File: src/rtl/cache_pkg.sv
// Shared geometry of the 32-line direct-mapped data cache and the flush engine state encoding.
package cache_pkg;

    localparam int LINES  = 32;
    localparam int IDX_W  = 5;
    localparam int TAG_W  = 22;
    localparam int DATA_W = 256;
    localparam int ADDR_W = TAG_W + IDX_W;

    typedef enum logic [1:0] {
        IDLE,
        SCAN,
        WRITE,
        DONE
    } flush_state_t;

endpackage

File: src/rtl/cache_flush_engine.sv
// Write-back flush engine: walks every cache line, writes valid+dirty lines to memory
// and clears their dirty bits. Owns the memory and line ports while busy_o is high.
module cache_flush_engine
    import cache_pkg::*;
#(
    parameter int TIMEOUT = 64
) (
    input  logic              clk_i,
    input  logic              rst_i,
    input  logic              flush_req_i,
    output logic              busy_o,
    output logic              flush_done_o,
    output logic              err_o,
    output logic [IDX_W:0]    wb_count_o,
    output logic [IDX_W-1:0]  line_idx_o,
    input  logic              line_valid_i,
    input  logic              line_dirty_i,
    input  logic [TAG_W-1:0]  line_tag_i,
    input  logic [DATA_W-1:0] line_data_i,
    output logic              dirty_clr_o,
    output logic              mem_wen_o,
    output logic [ADDR_W-1:0] mem_addr_o,
    output logic [DATA_W-1:0] mem_wdata_o,
    input  logic              mem_ready_i
);

    localparam int TMR_W = (TIMEOUT > 1) ? $clog2(TIMEOUT) : 1;
    localparam logic [IDX_W-1:0] LAST_IDX = IDX_W'(LINES - 1);
    localparam logic [IDX_W:0]   WB_MAX   = (IDX_W + 1)'(LINES);
    localparam logic [TMR_W-1:0] TMR_LAST = TMR_W'(TIMEOUT - 1);

    flush_state_t      state_q, state_d;
    logic [IDX_W-1:0]  idx_q, idx_d;
    logic [IDX_W:0]    wb_cnt_q, wb_cnt_d;
    logic [TMR_W-1:0]  tmr_q, tmr_d;
    logic              busy_q, busy_d;
    logic              done_q, done_d;
    logic              err_q, err_d;
    logic              wen_q, wen_d;
    logic [ADDR_W-1:0] addr_q, addr_d;
    logic [DATA_W-1:0] wdata_q, wdata_d;

    always_ff @(posedge clk_i) begin
        if (rst_i) begin
            state_q  <= IDLE;
            idx_q    <= '0;
            wb_cnt_q <= '0;
            tmr_q    <= '0;
            busy_q   <= 1'b0;
            done_q   <= 1'b0;
            err_q    <= 1'b0;
            wen_q    <= 1'b0;
            addr_q   <= '0;
            wdata_q  <= '0;
        end else begin
            state_q  <= state_d;
            idx_q    <= idx_d;
            wb_cnt_q <= wb_cnt_d;
            tmr_q    <= tmr_d;
            busy_q   <= busy_d;
            done_q   <= done_d;
            err_q    <= err_d;
            wen_q    <= wen_d;
            addr_q   <= addr_d;
            wdata_q  <= wdata_d;
        end
    end

    // Memory handshake: mem_wen_o is the valid; once raised, addr/wdata stay frozen until the
    // cycle mem_ready_i is seen high (transfer), after which wen falls on the next edge.
    always_comb begin
        state_d  = state_q;
        idx_d    = idx_q;
        wb_cnt_d = wb_cnt_q;
        tmr_d    = tmr_q;
        busy_d   = busy_q;
        done_d   = 1'b0;
        err_d    = err_q;
        wen_d    = wen_q;
        addr_d   = addr_q;
        wdata_d  = wdata_q;
        case (state_q)
            IDLE: begin
                if (flush_req_i) begin
                    state_d  = SCAN;
                    idx_d    = '0;
                    wb_cnt_d = '0;
                    err_d    = 1'b0;
                    busy_d   = 1'b1;
                end
            end
            SCAN: begin
                if (line_valid_i && line_dirty_i) begin
                    addr_d  = {line_tag_i, idx_q};
                    wdata_d = line_data_i;
                    wen_d   = 1'b1;
                    tmr_d   = '0;
                    state_d = WRITE;
                end else if (idx_q == LAST_IDX) begin
                    state_d = DONE;
                    done_d  = 1'b1;
                end else begin
                    idx_d = idx_q + 1'b1;
                end
            end
            WRITE: begin
                if (mem_ready_i) begin
                    wen_d = 1'b0;
                    if (wb_cnt_q != WB_MAX) begin
                        wb_cnt_d = wb_cnt_q + 1'b1;
                    end
                    if (idx_q == LAST_IDX) begin
                        state_d = DONE;
                        done_d  = 1'b1;
                    end else begin
                        idx_d   = idx_q + 1'b1;
                        state_d = SCAN;
                    end
                end else if (tmr_q == TMR_LAST) begin
                    wen_d   = 1'b0;
                    err_d   = 1'b1;
                    state_d = DONE;
                    done_d  = 1'b1;
                end else begin
                    tmr_d = tmr_q + 1'b1;
                end
            end
            DONE: begin
                state_d = IDLE;
                busy_d  = 1'b0;
            end
            default: state_d = IDLE;
        endcase
    end

    // The dirty clear must land in the very cycle the memory accepts, so it is decoded, not registered.
    assign dirty_clr_o  = (state_q == WRITE) && mem_ready_i;
    assign busy_o       = busy_q;
    assign flush_done_o = done_q;
    assign err_o        = err_q;
    assign wb_count_o   = wb_cnt_q;
    assign line_idx_o   = idx_q;
    assign mem_wen_o    = wen_q;
    assign mem_addr_o   = addr_q;
    assign mem_wdata_o  = wdata_q;

endmodule
File: config.mk
export PLATFORM = sky130hd
export DESIGN_NAME = cache_flush_engine
export DESIGN_NICKNAME = d
export VERILOG_FILES = /design/src/rtl/cache_pkg.sv /design/src/rtl/cache_flush_engine.sv
export SDC_FILE = /design/constraint.sdc
export NUM_CORES = 1
export LEC_CHECK = 0
export BUFFER_PORTS_ARGS = -buffer_cell sky130_fd_sc_hd__buf_2
export CELL_PAD_IN_SITES_DETAIL_PLACEMENT = 1
export CELL_PAD_IN_SITES_GLOBAL_PLACEMENT = 2
export CORE_UTILIZATION = 21
export DETAILED_ROUTE_END_ITERATION = 12
export HOLD_SLACK_MARGIN = 0.05
export PLACE_DENSITY_LB_ADDON = 0.05
export SLEW_MARGIN = 30
export SYNTH_ARGS = -nofsm -noshare
export SYNTH_HDL_FRONTEND = slang
export SYNTH_SLANG_ARGS = --single-unit
export TNS_END_PERCENT = 5
File: constraint.sdc
create_clock -name clk_i -period 1.88 [get_ports clk_i]
set_input_delay 0.282 -clock clk_i [delete_from_list [all_inputs] [get_ports clk_i]]
set_output_delay 0.282 -clock clk_i [all_outputs]
set_load 0.02 [all_outputs]
---- Yosys cells after proc, flatten, opt, wreduce, memory -nomap -nowiden ----
Cells that the tools add are included.
word-level totals
  register bits after elaboration ......... 306
  output and inout bits ................... 299
  logic and storage cells ................. 79
cells by class
  add/subtract/negate cells ............... 3
  equal/unequal tests ..................... 16
  multiplexer cells ....................... 35
  reductions and logical operators ........ 15
operators with widths
  cell                                                                    number
  6-bit two-way mux                                                       6
  6-bit case mux with 2 select lines                                      2
  5-bit two-way mux                                                       4
  2-bit != test (second input constant)                                   8
  4-bit AND reduction                                                     4
  5-bit case mux with 3 select lines                                      1
  6-bit by 1-bit adder with 6-bit output (second input constant)          2
  2-bit two-way mux                                                       6
  1-bit two-way mux                                                       11
  1-bit case mux with 2 select lines                                      4
  2-bit case mux with 4 select lines                                      1
  6-bit equality test (second input constant)                             1
  3-bit != test (second input constant)                                   2
  6-bit != test (second input constant)                                   1
  3-bit AND reduction                                                     2
  2-bit nonzero test                                                      3
  5-bit by 1-bit adder with 5-bit output (second input constant)          1
  5-bit equality test (second input constant)                             1
  2-bit equality test (second input constant)                             2
  2-bit AND reduction                                                     2
  3-bit nonzero test                                                      1
  2-bit by 1-bit equality test with 1-bit output (second input constant)  1
  1-bit logical AND                                                       2
  2-bit zero test                                                         1

---- Logic depth before layout (Yosys ltp) ----
Gate-level depths: netlist (run 1).
  word-level depth ........................ 4
  mapped depth ............................ 8
  depth with buffers taken out ............ 7

---- Worst setup path after synthesis (run 1) ----
OpenSTA, ideal clock, no wires.
  path kind ............................... register -> register
  from .................................... reg idx_q[0] (netlist: line_idx_o[0])
  to ...................................... reg idx_q[3] (netlist: line_idx_o[3])
  setup time .............................. 0.088 ns
  arrival time ............................ 2.012 ns
  required time ........................... 1.792 ns
  path slack .............................. -0.220 ns
  stages on the path, launching flop included .. 8
  buffers on the path ..................... 0
  cell sequence ........................... dfxtp_1 > ha_1 > and3_1 > ha_1 > or3b_1 > nor4_4 > a41oi_1 > a311oi_2
on the way
  cells in the longest elaborated chain, start to end .. 4
ends and longest elaborated chain
  element                                                                        line                                                 RTL
  start: declaration                                                             cache_flush_engine.sv:33                             logic [IDX_W-1:0] idx_q, idx_d;
  start signal: assignment                                                       cache_flush_engine.sv:57                             idx_q <= idx_d;
  5-bit by 1-bit adder with 5-bit output or 5-bit equality test (tied branches)  -
  5-bit two-way mux (*)                                                          cache_flush_engine.sv:99, cache_flush_engine.sv:112
  5-bit two-way mux (on tied branches)                                           cache_flush_engine.sv:107, cache_flush_engine.sv:93
  5-bit case mux with 3 select lines (*)                                         cache_flush_engine.sv:82                             case (state_q)
Mark *: on every way between the ends. The rest lies on a longest branch, timed or not. The select of a mux whose other input is x is not followed.
A chain may end at the register's enable or synchronous reset.

---- Worst setup path after layout (run 1) ----
Same ends and word-level chain as after synthesis.

==> results.sh, run 1 <==
export IMPL_grt_pass1_vias=12900
export IMPL_yosysWarningCount=0
export IMPL_die_x_um=230
export IMPL_insertion_delay_ns=0.55
export IMPL_vias_per_cell=4.22
export IMPL_path_clk_slew_ns=0.06
export IMPL_seq_area_frac_synth_pct=56.1
export IMPL_synthesis_nets=1675
export IMPL_synth_cell_types=47
export IMPL_grt_pass1_wl_mm=76.5
export IMPL_status="complete, but fails checks"
export IMPL_nFillCells=6315
export IMPL_post_route_period_util_pct=100
export IMPL_path_class="reg2reg"
export IMPL_critPathArrivalTime_ns=2.36
export IMPL_worstPathRequired_ns=2.35
export IMPL_swShare_pct=27.2
export IMPL_synth_edf_count=0
export IMPL_netlist_top_cells_count="nand2_1, dfxtp_1, a21oi_1"
export IMPL_gr_usage_all_layers_pct=18.5
export IMPL_async_reset_ff_share_pct=0
export IMPL_cts_buffers_inserted=40
export IMPL_grt_max_degree=86
export IMPL_synth_top_family_by_area="simple AND/OR/NAND/NOR gates"
export IMPL_postRouteAntennaNets=0
export IMPL_yosys_area_share_simple_pct=22.8
export IMPL_min_period_ns=1.89
export IMPL_io_buffers=582
export IMPL_vias=12500
export IMPL_setup_viol=1
export IMPL_max_clock_freq_mhz=530
export IMPL_final_instance_count_excl_fill=2955
export IMPL_dp_cells=2602
export IMPL_synth_largest_area_cell="dfxtp_1"
export IMPL_synthAdderAreaFrac_pct=1.03
export IMPL_drt_pass1_iterations=4
export IMPL_powerDensity_nw_per_um2=899
export IMPL_dieHeight_um=230
export IMPL_grt_overflow_total=0
export IMPL_netlist_area_um2=10900
export IMPL_synth_area_per_cell_um2=7.90
export IMPL_synth_ff_type="dfxtp_1"
export IMPL_fin_util_pct=37.2
export IMPL_die_area_um2=52900
export IMPL_setup_ws_ns=-0.00798
export IMPL_yosysMostFrequentCell="nand2_1"
export IMPL_power_frac_clock_pct=43.3
export IMPL_initial_utilization_pct=21.3
export IMPL_p_comb_share_pct=16.6
export IMPL_row_count=83
export IMPL_synth_area_mux_share_pct=0.0916
export IMPL_cap_viol_max_count=0
export IMPL_finalPower_uw=17200
export IMPL_worstPathMaxFanout=4
export IMPL_cts_htree_levels=2
export IMPL_cp_end_kind="flip-flop"
export IMPL_nets=2537
export IMPL_r2r_cells=7
export IMPL_hold_class="in2reg"
export IMPL_internal_power_uw=12500
export IMPL_grt_antenna_before_repair=3
export IMPL_core_area_um2=51400
export IMPL_areaGrowthSynthToFinish_pct=75.2
export IMPL_synth_top_area_share_pct=56.1
export IMPL_p_leak_uw=0.00834
export IMPL_hold_depth=2
export IMPL_drc=0
export IMPL_yosys_top_cells_area="dfxtp_1, nand2_1, a21oi_1"
export IMPL_drive_gt1_share_pct=31.8
export IMPL_tns_ns=-0.00798
export IMPL_synth_compound_area_share_pct=15.9
export IMPL_slew_violations=0
export IMPL_wl_per_cell_um=17.2
export IMPL_wirelength_mm=51.0
export IMPL_synthXorXnorAreaFrac_pct=0
export IMPL_clock_skew_ns=0.0187
export IMPL_clock_root_buffer="clkbuf_16"
export IMPL_drt_iter0_drc=361
export IMPL_dp_hpwl_mm=36.6
export IMPL_peakVddDrop_uv=520
export IMPL_switching_power_uw=4690
export IMPL_cts_tree="done"
export IMPL_worst_slew_pin_slew_ns=0.443
export IMPL_io_pins=583
export IMPL_final_hold_viol_count=0
export IMPL_synth_seq_cells=306
export IMPL_gp_congestion=0.777
export IMPL_violations="setup timing"
export IMPL_crit_path_start_kind="flip-flop"
export IMPL_syn_inst=1382
export IMPL_place_ws_ns=-0.163
export IMPL_cts_sinks=306
export IMPL_seqPwrFrac_pct=40.1
export IMPL_ctsLongestPathBuffers=3
export IMPL_worst_slew_margin_rel_pct=70.5
export IMPL_rsz0062_at_grt="yes"
[placed cells by master, fill, tap and decap left out, types with 3 or more instances in the layout]
master / count
or3_1: 4
nand2_1: 580
buf_2: 580
a21oi_1: 296
a211oi_1: 3
buf_4: 36
ha_1: 5
dfxtp_1: 302
ha_4: 4
o21ai_0: 15
nor2_1: 11
buf_12: 20
dlygate4sd3_1: 278
nand3_1: 4
clkinv_2: 5
inv_1: 9
clkbuf_1: 14
clkbuf_16: 41
clkbuf_8: 8
[path summary, 6_finish.rpt]
path | start | endpoint | slack [ns]
worst max register to register | line_idx_o[0]$_SDFFE_PP0P_ | line_idx_o[3]$_SDFFE_PP0P_ | -0.008
worst min-delay path | rst_i | busy_o$_SDFFE_PP0P_ | 0.09
worst max-delay path | line_idx_o[0]$_SDFFE_PP0P_ | line_idx_o[3]$_SDFFE_PP0P_ | -0.008
worst min register to register | mem_wdata_o[0]$_SDFFE_PP0P_ | mem_wdata_o[0]$_SDFFE_PP0P_ | 0.45
[critical path: stages (launching register included)]
cell	delay, ns
dfxtp_4	0.35
ha_4	0.16
and3_4	0.15
ha_4	0.15
or3b_4	0.40
nor4_4	0.25
a41oi_2	0.16
a311oi_2	0.19
[through the flow]
step | cell area, um^2 | hold slack [ns]
after global routing | 19100 | 0.0956
after floorplan | 11000 | 0.418
after CTS | 19100 | 0.0732
after global placement | 15000 | 0.439
after detailed placement | 15000 | 0.445
final | 19100 | 0.0874
[final cells by class]
| type | count | area [um^2] | share of cell area, % |
|---|---|---|---|
| clock buffer | 63 | 1190 | 6.21 |
| tap | 680 | 851 | 4.45 |
| inverter | 10 | 37.5 | 0.196 |
| antenna | 2 | 5.00 | 0.0261 |
| sequential | 306 | 6140 | 32.1 |
| clock inverter | 8 | 70.1 | 0.366 |
| timing repair buffer | 917 | 6410 | 33.5 |
| multi-input combinational | 969 | 4440 | 23.2 |
[power by group through the flow]
stage / sequential [uW] / clock, uW / combinational [uW]
3_3_place_gp: 7030 / 0 / 2340
4_1_cts: 6910 / 7750 / 2890
2_1_floorplan: 7370 / 0 / 868
6_report: 6910 / 7450 / 2850
5_1_grt: 6940 / 8040 / 3110
3_5_place_dp: 7050 / 0 / 2360
[what timing repair did]
action | 4_1_cts | 5_1_grt
setup buffers | 2 | 0
gates resized for setup | 10 | 2
setup endpoints to repair | 19 | 43
pin swaps | 4 | 2
endpoints found under the hold margin | 278 | 0
hold buffers | 278 | 0
[sequential cells by signal, indices dropped and copies added (netlist names)]
signal	cells
busy_o	1
err_o	1
flush_done_o	1
line_idx_o	5
mem_addr_o	27
mem_wdata_o	256
mem_wen_o	1
state_q	2
tmr_q	6
wb_count_o	6
[kinds of logic after synthesis]
group / after synthesis
multiplexers: 1
AO/OA/AOI/OAI: 333
flip-flops: 306
adder cells (fa/ha/maj): 9
buffers and inverters: 107
AND/OR/NAND/NOR: 626
[routing by layer]
metal | part of all wire [%] | track usage, % | vias up
met1 | 42 | 21.9 | 5820
met4 | 2.8 | 6.21 | 2
met5 | 0.026 | 0 | -
li1 | - | - | 6241
met3 | 5.9 | 4.81 | 82
met2 | 49 | 32.2 | 327
(Power assumes the default switching activity.)
==> run 2, diff against run 1 <==
Settings changed: SKIP_LAST_GASP set to 1.
==> run 2 against run 1 <==
The run still ends with setup timing left. Core utilization barely moved. Sequential power is essentially flat. Combinational power about the same. Clock-buffer cell count unchanged. Register-to-register slack worse by 0.05 ns. Fmax down 2.4%. Largest power group unchanged. Highest routed layer unchanged.
==> results.sh, run 2 (same netlist as run 1, synthesis figures left out) <==
export IMPL_crit_buf_inv=0
export IMPL_hold_class="in2reg"
export IMPL_cap_viol_max_count=0
export IMPL_grt_antenna_before_repair=3
export IMPL_io_buffers=582
export IMPL_crit_chain="ha_4 -> and3_4 -> ha_4 -> or3b_4 -> nor4_4 -> a21oi_1 -> nor3_1"
export IMPL_rsz0062_at_grt="yes"
export IMPL_clock_root_buffer="clkbuf_16"
export IMPL_cp_end_kind="flip-flop"
export IMPL_die_area_um2=52900
export IMPL_critPathArrivalTime_ns=2.40
export IMPL_io_pins=583
export IMPL_path_class="reg2reg"
export IMPL_gp_congestion=0.777
export IMPL_dpl_cell_area_um2=15000
export IMPL_dieHeight_um=230
export IMPL_grt_overflow_total=0
export IMPL_place_ws_ns=-0.163
export IMPL_worst_slew_pin_slew_ns=0.442
export IMPL_insertion_delay_ns=0.55
export IMPL_cts_tree="done"
export IMPL_worst_slew_margin_rel_pct=70.5
export IMPL_critPathTopFamily="simple AND/OR/NAND/NOR gates"
export IMPL_initial_utilization_pct=21.3
export IMPL_final_cell_area_um2=19200
export IMPL_tns_ns=-0.110
export IMPL_vias=12500
export IMPL_areaGrowthSynthToFinish_pct=75.4
export IMPL_nFillCells=6315
export IMPL_postRouteAntennaNets=0
export IMPL_cts_buffers_inserted=40
export IMPL_dp_hpwl_mm=36.6
export IMPL_core_area_um2=51400
export IMPL_final_common_cell="buf_2"
export IMPL_cts_sinks=306
export IMPL_grt_pass1_vias=12900
export IMPL_crit_path_start_kind="flip-flop"
export IMPL_ctsLongestPathBuffers=3
export IMPL_drive_gt1_share_pct=31.8
export IMPL_hold_worst_slack_ns=0.0859
export IMPL_status="complete, but fails checks"
export IMPL_post_route_period_util_pct=103
export IMPL_setup_ws_ns=-0.0545
export IMPL_worstPathRequired_ns=2.34
export IMPL_grt_pass1_wl_mm=76.5
export IMPL_wirelength_mm=51.1
export IMPL_min_period_ns=1.93
export IMPL_layout_common_cells="buf_2, nand2_1, dfxtp_1, a21oi_1, dlygate4sd3_1"
export IMPL_vias_per_cell=4.22
export IMPL_slew_violations=0
export IMPL_path_clk_slew_ns=0.06
export IMPL_drc=0
export IMPL_nets=2540
export IMPL_gr_usage_all_layers_pct=18.5
export IMPL_peakVddDrop_uv=519
export IMPL_path_common_cell="ha_4"
export IMPL_largest_reg_flops=256
export IMPL_cts_htree_levels=2
export IMPL_wl_per_cell_um=17.3
export IMPL_row_count=83
export IMPL_drt_pass1_iterations=4
export IMPL_powerDensity_nw_per_um2=898
export IMPL_worstPathMaxFanout=4
export IMPL_violations="setup timing"
export IMPL_max_stage_delay_ns=0.40
export IMPL_die_x_um=230
export IMPL_setup_viol=3
export IMPL_cp_slowest_cell="or3b_4"
export IMPL_max_clock_freq_mhz=517
export IMPL_p_leak_uw=0.00836
export IMPL_drt_iter0_drc=366
export IMPL_final_hold_viol_count=0
export IMPL_grt_max_degree=86
export IMPL_clock_skew_ns=0.0176
export IMPL_fin_util_pct=37.3
[run 2: changes by cell type in the layout (fill, tap and decap cells not counted), sizes merged]
cell | before | now
buf | 639 | 641
clkbuf | 63 | 64
[run 2: layout make-up]
cell class                 count  area (um^2)  area share, %
inverter                      10         37.5          0.196
multi-input combinational    969         4430           23.1
sequential                   306         6140           32.0
tap                          680          851           4.44
clock buffer                  63         1190           6.20
clock inverter                 8         70.1          0.366
antenna                        2         5.00         0.0261
timing repair buffer         920         6450           33.6
[run 2: power by group]
part	switching [uW]	leakage [uW]	total, uW	internal [uW]
sequential	139	0.00248	6910	6770
combinational	1570	0.00526	2860	1290
clock	2970	0.000622	7440	4460
[run 2: path summary, 6_finish.rpt]
check,from,depth (start not counted),end,slack (ns)
worst min-delay path,rst_i,2,busy_o$_SDFFE_PP0P_,0.09
worst max-delay path,line_idx_o[0]$_SDFFE_PP0P_,7,line_idx_o[2]$_SDFFE_PP0P_,-0.05
worst min register to register,mem_wdata_o[0]$_SDFFE_PP0P_,2,mem_wdata_o[0]$_SDFFE_PP0P_,0.45
worst max register to register,line_idx_o[0]$_SDFFE_PP0P_,7,line_idx_o[2]$_SDFFE_PP0P_,-0.05
[run 2: worst register-to-register path: cells and delay by family, from the launching register on]
family                     cells  cell delay [ns]
adders and majority gates      2             0.30
and+or+nand+nor                4             1.06
AOI/OAI and AO/OA              1             0.13
DFF                            1             0.35
[run 2: repair_timing]
item | 4_1_cts | 5_1_grt
endpoints found under the setup margin | 19 | 184
resized for setup | 5 | 3
hold buffers | 278 | 0
gates cloned | 0 | 1
endpoints found under the hold margin | 278 | 0
pin swaps | 3 | 1
setup buffers | 2 | 2
[run 2: metrics by stage]
step                      instances  power, uW
after floorplan                1382       8240
after global placement         2602       9370
after detailed placement       2602       9410
after CTS                      2953      17500
after global routing           2958      18100
final                          2958      17200
[run 2: per-layer routing]
layer	routed length, um	global-route usage, %	vias to the layer above
met5	19	0	-
met4	1470	6.21	2
met3	2980	4.81	83
met2	24900	32.2	327
met1	21700	21.9	5831
li1	-	-	6249
